--- config.mk ---
export PLATFORM = sky130hd
export DESIGN_NAME = if_fetch_stage
export DESIGN_NICKNAME = d
export VERILOG_FILES = /design/src/rtl/pcpu_pkg.sv /design/src/rtl/if_inst_buf.sv /design/src/rtl/if_fetch_stage.sv
export SDC_FILE = /design/constraint.sdc
export NUM_CORES = 1
export LEC_CHECK = 0
export BUFFER_PORTS_ARGS = -buffer_cell sky130_fd_sc_hd__buf_4
export CORE_MARGIN = 2
export CORE_UTILIZATION = 48
export CTS_BUF_LIST = sky130_fd_sc_hd__clkbuf_4 sky130_fd_sc_hd__clkbuf_8
export CTS_CLUSTER_DIAMETER = 30
export DETAILED_ROUTE_END_ITERATION = 10
export PLACE_DENSITY = 0.89
export SETUP_SLACK_MARGIN = 0.3
export SLEW_MARGIN = 20
export SYNTH_ARGS = -nofsm -noshare
export SYNTH_HDL_FRONTEND = slang
export SYNTH_SLANG_ARGS = --single-unit
--- constraint.sdc ---
create_clock -name clk -period 9.5 [get_ports clk]
set_input_delay 2.85 -clock clk [delete_from_list [all_inputs] [get_ports clk]]
set_output_delay 2.85 -clock clk [all_outputs]
set_load 0.03 [all_outputs]
--- src/rtl/pcpu_pkg.sv ---
// Shared constants and state encoding for the pipelined CPU front end.
package pcpu_pkg;

  localparam logic [31:0] DEF_RESET_PC = 32'h0000_0000;
  localparam logic [31:0] DEF_NOP_INST = 32'h0000_0000;  // sll $0,$0,0

  typedef enum logic [1:0] {
    FETCH = 2'd0,
    WAIT  = 2'd1,
    HOLD  = 2'd2
  } fetch_state_t;

endpackage

--- src/rtl/if_inst_buf.sv ---
// One-entry capture buffer for an instruction that arrived while decode was stalled.
module if_inst_buf (
  input  logic        clk,
  input  logic        rst,
  input  logic        i_load,
  input  logic        i_clear,
  input  logic [31:0] i_data,
  output logic        o_valid,
  output logic [31:0] o_data
);

  logic        r_valid;
  logic [31:0] r_data;

  always_ff @(posedge clk) begin
    if (rst) begin
      r_valid <= 1'b0;
      r_data  <= '0;
    end else if (i_load) begin
      r_valid <= 1'b1;
      r_data  <= i_data;
    end else if (i_clear) begin
      r_valid <= 1'b0;
    end
  end

  assign o_valid = r_valid;
  assign o_data  = r_data;

endmodule

--- src/rtl/if_fetch_stage.sv ---
// Instruction fetch: owns the PC, keeps one request in flight, feeds IF/ID.
// Build option FETCH_BUF_EN adds a capture buffer (HOLD) for responses arriving under stall.
//
//   state | meaning
//   FETCH | issue request at pc (unless redirected)
//   WAIT  | request outstanding; discard marks a response made stale by redirect
//   HOLD  | stalled response held in buffer (FETCH_BUF_EN only)
module if_fetch_stage
  import pcpu_pkg::*;
#(
  parameter logic [31:0] RESET_PC = DEF_RESET_PC,
  parameter logic [31:0] NOP_INST = DEF_NOP_INST
) (
  input  logic        clk,
  input  logic        rst,
  input  logic        stall,
  input  logic        redirect,
  input  logic [31:0] redirect_pc,
  output logic        imem_req,
  output logic [31:0] imem_addr,
  input  logic        imem_rvalid,
  input  logic [31:0] imem_rdata,
  output logic [31:0] if_pc,
  output logic [31:0] if_pc_p4,
  output logic [31:0] if_inst,
  output logic        if_valid
);

  fetch_state_t r_state, w_state_nxt;
  logic [31:0]  r_pc, w_pc_nxt, w_pc, w_pc_p4, w_redir_pc;
  logic         r_discard, w_discard_nxt;

  // Reset is synchronous, so the PC is muxed to show RESET_PC during the reset cycle itself.
  assign w_pc       = rst ? RESET_PC : r_pc;
  assign w_pc_p4    = w_pc + 32'd4;
  assign w_redir_pc = {redirect_pc[31:2], 2'b00};

  assign imem_addr = w_pc;
  assign if_pc     = w_pc;
  assign if_pc_p4  = w_pc_p4;

`ifdef FETCH_BUF_EN
  logic        w_buf_load, w_buf_clear, w_buf_valid;
  logic [31:0] w_buf_data;

  if_inst_buf u_inst_buf (
    .clk     (clk),
    .rst     (rst),
    .i_load  (w_buf_load),
    .i_clear (w_buf_clear),
    .i_data  (imem_rdata),
    .o_valid (w_buf_valid),
    .o_data  (w_buf_data)
  );
`endif

  always_comb begin
    w_state_nxt   = r_state;
    w_pc_nxt      = r_pc;
    w_discard_nxt = r_discard;
    imem_req      = 1'b0;
    if_valid      = 1'b0;
    if_inst       = NOP_INST;
`ifdef FETCH_BUF_EN
    w_buf_load    = 1'b0;
    w_buf_clear   = 1'b0;
`endif
    if (!rst) begin
      case (r_state)
        FETCH: begin
          if (redirect) begin
            w_pc_nxt = w_redir_pc;
          end else begin
            imem_req    = 1'b1;
            w_state_nxt = WAIT;
          end
        end
        WAIT: begin
          if (redirect) begin
            w_pc_nxt = w_redir_pc;
            if (imem_rvalid) begin
              w_state_nxt   = FETCH;
              w_discard_nxt = 1'b0;
            end else begin
              w_discard_nxt = 1'b1;
            end
          end else if (imem_rvalid) begin
            w_state_nxt = FETCH;
            if (r_discard) begin
              w_discard_nxt = 1'b0;
            end else begin
              if_valid = 1'b1;
              if_inst  = imem_rdata;
              // Without the buffer a stalled response is simply refetched from the same pc.
              if (!stall) w_pc_nxt = w_pc_p4;
`ifdef FETCH_BUF_EN
              else begin
                w_buf_load  = 1'b1;
                w_state_nxt = HOLD;
              end
`endif
            end
          end
        end
`ifdef FETCH_BUF_EN
        HOLD: begin
          if (redirect) begin
            w_pc_nxt    = w_redir_pc;
            w_state_nxt = FETCH;
            w_buf_clear = 1'b1;
          end else begin
            if_valid = w_buf_valid;
            if_inst  = w_buf_data;
            if (!stall) begin
              w_pc_nxt    = w_pc_p4;
              w_state_nxt = FETCH;
              w_buf_clear = 1'b1;
            end
          end
        end
`endif
        default: w_state_nxt = FETCH;
      endcase
    end
  end

  always_ff @(posedge clk) begin
    if (rst) begin
      r_state   <= FETCH;
      r_pc      <= RESET_PC;
      r_discard <= 1'b0;
    end else begin
      r_state   <= w_state_nxt;
      r_pc      <= w_pc_nxt;
      r_discard <= w_discard_nxt;
    end
  end

endmodule

==> metrics.md <==
| Metric | Value |
|---|---|
| Final setup margin | 1.126 ns |
| Share of cells above drive strength 1 | 38.74% |
| Post-synth ARST share | 0% |
| Pleak | 2.125 nW |
| Syn Nets | 500 |
| I/O Buffers | 196 |
| Starting density of the core | 49.65% |
| Setup TNS | 0 ns |
| Dpl hpwl | 7860 µm |
| Clock Path Buffers | 2 |
| Minimum clock period after layout | 8.374 ns |
| Fin crit share | 88.15% |
| Status | complete, no violations |
| H-tree levels | 2 |
| Worst Setup Path Type | primary input to output port |
| Number of routed nets with antenna violations | 0 |
| DRC viols | 0 |
| Ant. Diodes | 0 |
| Routed WL per cell | 15.68 µm |
| Total track usage | 26.73% |
| Power density cells | 95.26 mW/mm² |
| Drt total wl | 10,200 µm |
| Worst EP arrival | 5.52 ns |
| CTS Hold Bufs | 0 |
| Hold path cells | 2 |
| Finished Layout Cells | 650 |
| Synth top area cells | dfxtp_1 (21%), buf_4 (8.1%), and2_1 (7.1%), nor2b_1 (7.1%), xnor2_1 (6.1%) |
| Worst EP required | 6.65 ns |
| VDD IR max | 0.05229 mV |
| Row count | 29 |
| Vias in the first global route | 3,363 |
| Total vias in the final route | 3,681 |
| IO Pins | 199 |
| Cells after synthesis | 430 |
| Die Wd | 85.27 µm |
| Clk root buf | clkbuf_8 |
| Top_reg_cell synth | dfxtp_1 |
| Post-route core utilization | 70.40% |
| Clock transition at the registers of the reported paths | 0.06 ns |
| Most common library cell in the layout ignoring fill and taps | buf_4 |
| Setup Buffers After CTS | 0 |
| Clock skew | 0.01577 ns |
| FF+latch count, synth | 34 |
| Fin. Hold Viols | 0 |
| Cell Area, Synth | 0.003171 mm² |
| Startpoint types | primary input |
| Final Max Tran Viols | 0 |
| HP Class | register to register |
| Worst-Skew Late Latency | 0.29 ns |
| Fin nets | 642 |
| Register area share after synthesis | 21.47% |
| Actual transition at the worst max-transition pin | 0.9269 ns |
| Largest net degree at the start of global routing | 43 |
| Dpl cells | 642 |
| Reg2Reg Depth | 7 |
| Hold_ws | 0.5588 ns |
| Syn Area/Cell | 7.373 µm² |
| Clk sinks | 34 |
| Chip height | 85.27 µm |
| Placeable Area | 0.006386 mm² |
| Placement Setup Slack | 1.168 ns |
| Reg2reg setup slack | 6.66 ns |
| Number of synthesized flops with an enable pin | 0 |
| First-pass GRT wire length | 15,840 µm |
| Number of vias per cell | 5.663 |
| GRT Residual Overflow | 0 |
| 1st-iter DRT viols | 224 |
| Initial DRT Pass Iterations | 5 |
| TritonCTS buffer count | 5 |
| Final setup vio count | 0 |
| Fmax | 119.4 MHz |
| Initial antenna violation count | 0 |
| Largest area contributor in the netlist | dfxtp_1 |
| Area growth, synth to finish | 41.79% |
| Synth warn | 0 |
| Synth top area share | 21.47% |
| Synth cell types | 56 |
| Worst rel slew slack | 37.63% |
| Most frequent cells in the layout | buf_4 (200), and2_1 (36), nor2b_1 (35) |
| # Max-Cap Violations | 0 |
| Die area | 0.007271 mm² |
| CP Capture Type | output port |
| Post_cts resized | 0 |
| CTS tree | built |
| RSZ-0062 raised after global routing | false |
| RD Place Congestion | 0.9111 |
| CP max FO | 42 |
## metal layers
metal	wire length, µm	up-vias	global-route usage, %
met5	0	-	0
met3	1001	19	5.156
li1	-	1742	-
met1	3751	1698	31.33
met4	213	0	9.524
met2	5229	222	48.15
## area by class of cell
type	instances	area, µm²
clock buffers	6	82.58
flip-flops and latches	34	680.7
fillers	529	1891
repair buffers	200	1501
inverters	10	37.54
clock inverters	2	12.51
multi-input cells	321	2085
well taps	77	96.34
## power breakdown
part	leakage (nW)	internal, W	switching (W)
Clock	0.0472	0.0000584	0.0000588
Sequential	0.281	0.000152	0.0000139
Combinational	1.80	0.0000630	0.0000824
## flip-flops by register name, indices dropped and copies added (netlist names)
name       flops
r_pc          32
r_discard      1
r_state        1
## kinds of logic after synthesis
group                      after synthesis  synth area share, %
AOI/OAI and AO/OA                       73                15.59
DFF                                     34                21.47
xor gates and xnor gates                32                8.840
buffers and inverters                   75                13.34
and+or+nand+nor                        215                40.37
adders and majority gates                1               0.3946
## final timing paths
path / startpoint / to
hold / removal: r_pc[3]$_SDFFE_PP0P_ / r_pc[3]$_SDFFE_PP0P_
setup / recovery: rst / if_pc_p4[28]
hold reg to reg: r_pc[3]$_SDFFE_PP0P_ / r_pc[3]$_SDFFE_PP0P_
setup reg to reg: r_pc[2]$_SDFFE_PP0P_ / r_pc[26]$_SDFFE_PP0P_
## Yosys cell counts (4+ instances only)
master    count
dfxtp_1      34
nor3_1       14
nand2_1      34
xnor2_1      22
nand2b_1      6
nand4_1      10
nand3b_1     10
o21a_1        6
nand4b_1      6
buf_2         5
nor2_1       27
nor4_1        8
o21ai_0       9
and2_1       36
nand3_1       9
clkbuf_1     23
a22oi_1       6
inv_1        10
a21oi_1      21
xor2_1       10
nor2b_1      36
buf_4        34
a22o_1        4
## worst max-delay path: stages
cell	delay, ns
buf_4	0.23
nor2b_1	0.28
ha_1	0.29
nand3_2	0.20
or4b_1	0.70
nor4_4	0.47
nand2_1	0.14
xnor2_1	0.16
buf_4	0.18
## through the flow
step / cell area, µm² / power [W]
6_report: 4496 / 0.0004283
5_1_grt: 4496 / 0.0004446
2_1_floorplan: 3173 / 0.0002610
4_1_cts: 4493 / 0.0004288
3_3_place_gp: 4398 / 0.0003101
3_5_place_dp: 4398 / 0.0003139
Power figures use the tool's default switching activity.
